[config.mk]
export PLATFORM = sky130hd
export DESIGN_NAME = db15_joy_tx
export DESIGN_NICKNAME = d
export VERILOG_FILES = /design/src/rtl/db15_pkg.sv /design/src/rtl/db15_sync.sv /design/src/rtl/db15_joy_tx.sv
export SDC_FILE = /design/constraint.sdc
export NUM_CORES = 1
export LEC_CHECK = 0
export CORE_ASPECT_RATIO = 1.75
export CORE_MARGIN = 2
export CORE_UTILIZATION = 56
export CTS_BUF_LIST = sky130_fd_sc_hd__clkbuf_4 sky130_fd_sc_hd__clkbuf_8
export CTS_CLUSTER_DIAMETER = 60
export DETAILED_ROUTE_END_ITERATION = 8
export PLACE_DENSITY = 0.87
export SYNTH_ARGS = -nofsm -noshare
export SYNTH_HDL_FRONTEND = slang
export SYNTH_SLANG_ARGS = --single-unit
[constraint.sdc]
create_clock -name clk_sys -period 3.4 [get_ports clk_sys]
set_input_delay 0.85 -clock clk_sys [delete_from_list [all_inputs] [get_ports clk_sys]]
set_output_delay 0.85 -clock clk_sys [all_outputs]
set_load 0.03 [all_outputs]
[src/rtl/db15_pkg.sv]
// Shared constants and state type for the DB15 joystick serial transmitter.
// Imported by db15_sync and db15_joy_tx.
package db15_pkg;
  localparam int FRAME_BITS  = 32;
  localparam int PLAYER_BITS = 16;

  typedef enum logic [1:0] {
    IDLE,
    LOAD,
    SHIFT,
    DONE
  } db15_state_t;
endpackage

[src/rtl/db15_sync.sv]
// Multi-flop synchronizer for one asynchronous line.
// Also provides rise/fall pulses; flops reset to the idle-high level.
module db15_sync
  import db15_pkg::*;
#(
  parameter int STAGES = 2
) (
  input  logic clk_sys,
  input  logic RESET,
  input  logic i_async,
  output logic o_level,
  output logic o_rise,
  output logic o_fall
);

  logic [STAGES-1:0] r_sync;
  logic              r_prev;

  always_ff @(posedge clk_sys) begin
    if (RESET) begin
      r_sync <= '1;
      r_prev <= 1'b1;
    end else begin
      r_sync <= {r_sync[STAGES-2:0], i_async};
      r_prev <= r_sync[STAGES-1];
    end
  end

  assign o_level = r_sync[STAGES-1];
  assign o_rise  = r_sync[STAGES-1] & ~r_prev;
  assign o_fall  = ~r_sync[STAGES-1] & r_prev;

endmodule

[src/rtl/db15_joy_tx.sv]
// DB15 joystick serial transmitter: parallel-load, shift out both players.
// Define DB15_JOY_TX_WATCHDOG_EN to add the load-pulse link watchdog.
module db15_joy_tx
  import db15_pkg::*;
#(
  parameter int SYNC_STAGES = 2,
  parameter int WD_CYCLES   = 4000000
) (
  input  logic        clk_sys,
  input  logic        RESET,
  input  logic        joy_clk_i,
  input  logic        joy_load_i,
  output logic        joy_data_o,
  input  logic [15:0] joystick1,
  input  logic [15:0] joystick2,
  output logic [5:0]  bit_count,
  output logic        frame_done,
  output logic        link_active
);

  logic w_clk_lvl;
  logic w_clk_rise;
  logic w_clk_fall;
  logic w_load_lvl;
  logic w_load_rise;
  logic w_load_fall;
  logic w_data;
  logic w_unused;

  db15_state_t r_state;
  db15_state_t w_next;

  logic [FRAME_BITS-1:0] r_shift;
  logic [5:0]            r_count;
  logic                  r_fd;

  db15_sync #(.STAGES(SYNC_STAGES)) u_sync_clk (
    .clk_sys (clk_sys),
    .RESET   (RESET),
    .i_async (joy_clk_i),
    .o_level (w_clk_lvl),
    .o_rise  (w_clk_rise),
    .o_fall  (w_clk_fall)
  );

  db15_sync #(.STAGES(SYNC_STAGES)) u_sync_load (
    .clk_sys (clk_sys),
    .RESET   (RESET),
    .i_async (joy_load_i),
    .o_level (w_load_lvl),
    .o_rise  (w_load_rise),
    .o_fall  (w_load_fall)
  );

  always_ff @(posedge clk_sys) begin
    if (RESET) r_state <= IDLE;
    else       r_state <= w_next;
  end

  always_comb begin
    w_next = r_state;
    if (!w_load_lvl) begin
      w_next = LOAD;
    end else begin
      case (r_state)
        LOAD:
          if (w_load_rise) w_next = SHIFT;
        SHIFT:
          if (w_clk_rise && r_count == 6'(FRAME_BITS-1))
            w_next = DONE;
        default:
          w_next = r_state;
      endcase
    end
  end

  // Load low dominates: capture every cycle, clock edges ignored.
  always_ff @(posedge clk_sys) begin
    if (RESET) begin
      r_shift <= '1;
      r_count <= '0;
      r_fd    <= 1'b0;
    end else begin
      r_fd <= 1'b0;
      if (!w_load_lvl) begin
        r_shift <= ~{joystick1, joystick2};
        r_count <= '0;
      end else if (r_state == SHIFT && w_clk_rise) begin
        r_shift <= {r_shift[FRAME_BITS-2:0], 1'b1};
        r_count <= r_count + 6'd1;
        if (r_count == 6'(FRAME_BITS-1)) r_fd <= 1'b1;
      end
    end
  end

  assign w_data     = (r_state == LOAD) ? ~joystick1[PLAYER_BITS-1]
                                        : r_shift[FRAME_BITS-1];
  assign bit_count  = r_count;
  assign frame_done = r_fd;

`ifdef DB15_JOY_TX_WATCHDOG_EN
  localparam int WDW = $clog2(WD_CYCLES + 1);

  logic [WDW-1:0] r_wd;
  logic           r_seen;
  logic           w_alive;

  always_ff @(posedge clk_sys) begin
    if (RESET) begin
      r_wd   <= '0;
      r_seen <= 1'b0;
    end else if (w_load_fall) begin
      r_wd   <= '0;
      r_seen <= 1'b1;
    end else if (r_wd < WDW'(WD_CYCLES)) begin
      r_wd <= r_wd + WDW'(1);
    end
  end

  assign w_alive     = r_seen && (r_wd < WDW'(WD_CYCLES));
  assign link_active = w_alive;
  assign joy_data_o  = w_alive ? w_data : 1'b1;
  assign w_unused    = ^{w_clk_lvl, w_clk_fall};
`else
  assign link_active = 1'b1;
  assign joy_data_o  = w_data;
  assign w_unused    = ^{w_clk_lvl, w_clk_fall, w_load_fall,
                         (WD_CYCLES != 0)};
`endif

endmodule

# Yosys cells after proc, flatten, opt, wreduce, memory -nomap -nowiden

Index checks and enable logic that the tools add are counted.
W data, S select, Z words.

Flip-flop bits (word level): 47
Bits of input ports: 36
Output and inout bits: 9
Word-level logic and storage cells: 42

Add/subtract/negate cells: 1
Equality and inequality tests: 9
Muxes and demuxes: 8
Bitwise gates (word level): 8
Reduce and logical (&&, ||, !) cells: 7

Operators by type and width:

| operator              | count |
|---|---|
| $mux W32              | 2 |
| $not A32 Y32          | 1 |
| $add A6 B1 Y6 const B | 1 |
| $eq A6 B5 Y1 const B  | 1 |
| $ne A3 B3 Y1 const B  | 2 |
| $reduce_and A3 Y1     | 2 |
| $not A1 Y1            | 5 |
| $mux W2               | 2 |
| $ne A2 B2 Y1 const B  | 2 |
| $pmux W2 S2           | 1 |
| $mux W1               | 3 |
| $ne A3 B2 Y1 const B  | 1 |
| $reduce_or A3 Y1      | 1 |
| $and A1 B1 Y1         | 2 |
| $eq A2 B1 Y1 const B  | 1 |
| $eq A2 B2 Y1 const B  | 1 |
| $logic_and A1 B1 Y1   | 2 |
| $ne A2 B1 Y1 const B  | 1 |
| $reduce_bool A2 Y1    | 1 |
| $reduce_or A2 Y1      | 1 |

# Depth between registers and ports, before layout

Word-level depth: 6
Mapped depth: 7
Gate-level depth less buffers: 5

# Hierarchy

From an unflattened synthesis, not the netlist that was laid out.

Cells, all modules: 245
Area total of the unflattened synthesis: 2288.4 µm²

Modules (own cells, without submodules):

| module      | times used | cells each | area an instance (µm²) | seq. area each (µm²) |
|---|---|---|---|---|
| db15_joy_tx | 1          | 229        | 2103.3                 | 820.8 |
| db15_sync   | 2          | 8          | 92.6                   | 60.1 |

# Worst setup path before layout

OpenSTA, ideal clock, no wires.

Path kind: input port to output port
Start: input port joystick1[15]
End: output port joy_data_o
Arrival: 1.349 ns
Data required time: 2.550 ns
Setup slack: 1.201 ns
Cell stages on the path: 1
Path buffers: 0
Cells stage by stage: a21oi_1

Cells in the longest elaborated chain, start to end: 2

Ends and longest elaborated chain:

| item        | RTL line          | RTL |
|---|---|---|
| from (decl) | db15_joy_tx.sv:14 | `input logic [15:0] joystick1,` |
| $not A1 Y1  | db15_joy_tx.sv:96 | `assign w_data = (r_state == LOAD) ? ~joystick1[PLAYER_BITS-1]` |
| $mux W1     | db15_joy_tx.sv:96 |  |
| to (decl)   | db15_joy_tx.sv:13 | `output logic joy_data_o,` |

Every way passes these cells.

# Final worst setup path

Same ends and word-level chain as after synthesis.

==> insert_results.sql <==
INSERT INTO impl_metrics (metric_group, metric, value, unit) VALUES
('global_routing', 'grt_pass1_vias', '1795', ''),
('cts', 'cts_setup_buffers', '0', ''),
('logic_synthesis', 'synth_sequential_area_ratio', '46.3', '%'),
('routing', 'wl_met1', '1.65', 'mm'),
('floorplan', 'die_width', '49.6', 'µm'),
('cts', 'cts_max_level', '2', ''),
('setup_path', 'startpoint', 'joystick1[15]', ''),
('placement', 'numPortBuffers', '43', ''),
('setup_path', 'critical_path.max_fanout', '2', ''),
('timing', 'setup_slack', '458', 'ps'),
('power', 'peak_supply_drop', '322', 'µV'),
('placement', 'routabilityCongestion', '0.742', ''),
('setup_path', 'worstPathBufferInverterCount', '2', ''),
('timing', 'finalSetupViolations', '0', ''),
('routing', 'met3RoutedLength', '118', 'µm'),
('logic_synthesis', 'synthesis.area_per_instance', '8.44', 'µm²'),
('logic_synthesis', 'commonest_cells_post_synth', 'a21oi_1, dfxtp_1, nand2_1', ''),
('layout', 'antenna_cells_inserted', '0', ''),
('min_path', 'worst_hold_path.num_cells', '1', ''),
('cts', 'cts_hold_repair.buffers', '0', ''),
('logic_synthesis', 'post_synth_main_area_contributors', 'dfxtp_1, a21oi_1, nor3b_1, nand2_1, a22oi_1', ''),
('global_routing', 'number_of_antenna_violations_at_the_first_check_in_global_routing', '0', ''),
('routing', 'top_signal_layer_used', 'met4', ''),
('logic_synthesis', 'synth_nets', '280', ''),
('setup_path', 'cp_common_cell', 'clkdlybuf4s50_1', ''),
('logic_synthesis', 'synth_top_area_share', '46.3', '%'),
('routing', 'routed-wl-met2', '2.21', 'mm'),
('setup_path', 'critPathLaunchType', 'input pin', ''),
('setup_path', 'critical_path_depth', '3', ''),
('setup_path', 'timing.critical_path.required', '2550', 'ps'),
('cts', 'clock_tree.root_cell', 'clkbuf_8', ''),
('global_routing', 'grt_use_total', '22.8', '%'),
('setup_path', 'max_stage_delay', '680', 'ps'),
('logic_synthesis', 'synth_edf_count', '0', ''),
('status', 'status', 'completed', ''),
('routing', 'dr.first_iter.drc_count', '24', ''),
('cts', 'cts.reportedPaths.clkPinSlew', '80', 'ps'),
('cts', 'clock_path_buffers', '2', ''),
('timing', 'slew_violations', '0', ''),
('global_routing', 'first_pass_grt_wire_length', '7.35', 'mm'),
('cts', 'clock_insertion_delay_worst_skew', '300', 'ps'),
('setup_path', 'path_cells', 'clkdlybuf4s50_1 -> a21oi_1 -> clkdlybuf4s50_1', ''),
('timing', 'achievable-frequency', '340', 'MHz'),
('setup_path', 'worst_ep_arrival_time', '2090', 'ps'),
('routing', 'route.detailed.vias_per_inst', '5.49', ''),
('placement', 'detailedPlacementHpwl', '2.93', 'mm'),
('setup_path', 'endpoint_kind', 'output port', ''),
('routing', 'wl', '4.18', 'mm'),
('min_path', 'worstHoldPathType', 'flip-flop to flip-flop', ''),
('logic_synthesis', 'synth-warning-count', '0', ''),
('run', 'timing.max_cap.violations', '0', ''),
('routing', 'ant_nets', '0', ''),
('logic_synthesis', 'fraction_of_registers_with_async_set_or_reset_after_synthesis', '0', '%'),
('logic_synthesis', 'synth.largest_area_cell', 'dfxtp_1', ''),
('floorplan', 'die_height', '83.7', 'µm'),
('cts', 'tritoncts', 'built', ''),
('layout', 'fillers', '301', ''),
('floorplan', 'pin_count', '45', ''),
('floorplan', 'dieArea', '4150', 'µm²'),
('setup_path', 'cpMaxStageDelayCell', 'clkdlybuf4s50_1', ''),
('layout', 'final_net_count', '316', ''),
('layout', 'share_of_cells_above_drive_strength_1', '7.22', '%'),
('cts', 'cts-buffers-inserted', '5', ''),
('timing', 'worst_clock_skew', '7.14', 'ps'),
('cts', 'numClockSinks', '47', ''),
('power', 'leakage', '1.09', 'nW'),
('logic_synthesis', 'synthMostInstantiatedCell', 'a21oi_1', ''),
('routing', 'detailed_routing_iteration_count_for_the_pre_antenna_repair_pass', '4', ''),
('timing', 'transition_time_at_the_pin_with_the_least_slew_margin', '839', 'ps'),
('setup_path', 'timing.setup.critical_path_class', 'input pin to output port', ''),
('timing', 'final_hold_viol_count', '0', '');
==> state kept, by name, indices dropped and copies added, names as in the netlist <==
signal and flops:
u_sync_clk.r_sync 2, r_shift 32, frame_done 1, u_sync_load.r_prev 1, u_sync_load.r_sync 2, bit_count 6
r_state 2, u_sync_clk.r_prev 1
==> cells by family after synthesis <==
family / count (synthesis) / synth area share (%)
buffers and inverters: 22 / 5.78
flip-flops: 47 / 46.3
multiplexers: 1 / 0.492
AO/OA/AOI/OAI: 74 / 19.6
other: 1 / 0.184
adder cells (fa/ha/maj): 3 / 1.85
AND/OR/NAND/NOR: 91 / 24.9
XOR/XNOR: 2 / 0.862
==> metrics by stage <==
step	cell area (µm²)	hold slack (ps)	std cells	total power [mW]
final	2540	408	323	1.04
after global routing	2540	416	323	1.09
after CTS	2540	407	323	1.05
after detailed placement	2450	397	316	0.727
after global placement	2450	393	316	0.723
after floorplan	2030	389	241	0.672
==> per-layer routing <==
layer,track usage [%],vias to the layer above
li1,-,908
met1,23.6,809
met2,40.5,40
met3,4.48,17
met4,13.9,0
met5,0,-
==> cells in the final DEF, fill, tap and decap left out, drive strengths merged, types with 2 or more instances in the layout <==
master,count
o21ai,2
nor2b,3
nand2b,3
or3,2
inv,3
ha,3
a22oi,5
clkdlybuf4s50,43
a21oi,63
nand2,37
buf,5
clkbuf,6
or2,5
nand3b,2
nor3b,26
nor2,6
dfxtp,47
==> power breakdown <==
part | internal (mW) | leakage, nW | switching, mW
Sequential | 0.572 | 0.384 | 0.0119
Clock | 0.160 | 0.0470 | 0.171
Combinational | 0.0717 | 0.656 | 0.0587
Total | 0.803 | 1.09 | 0.242
==> area by class of cell <==
type	count	area [µm²]	area share [%]
repair buffers	48	468	18.4
inverters	3	11.3	0.443
multi-input cells	172	975	38.4
well taps	46	57.6	2.27
clock inverters	1	5.00	0.197
clock buffers	6	82.6	3.25
flip-flops and latches	47	941	37.0
==> path summary, 6_finish.rpt <==
path,to,slack [ps]
setup / recovery,joy_data_o,460
hold / removal,u_sync_clk.r_sync[1],410
setup reg to reg,r_shift[4],1330
hold reg to reg,u_sync_clk.r_sync[1],410
==> worst register-to-register path, stage by stage (launching register included) <==
cell	delay, ps
dfxtp_1	330
inv_1	80
ha_1	280
and3b_1	750
buf_4	320
a21oi_1	90
a21oi_1	160
No activity file was read; power rests on OpenSTA's default activity.
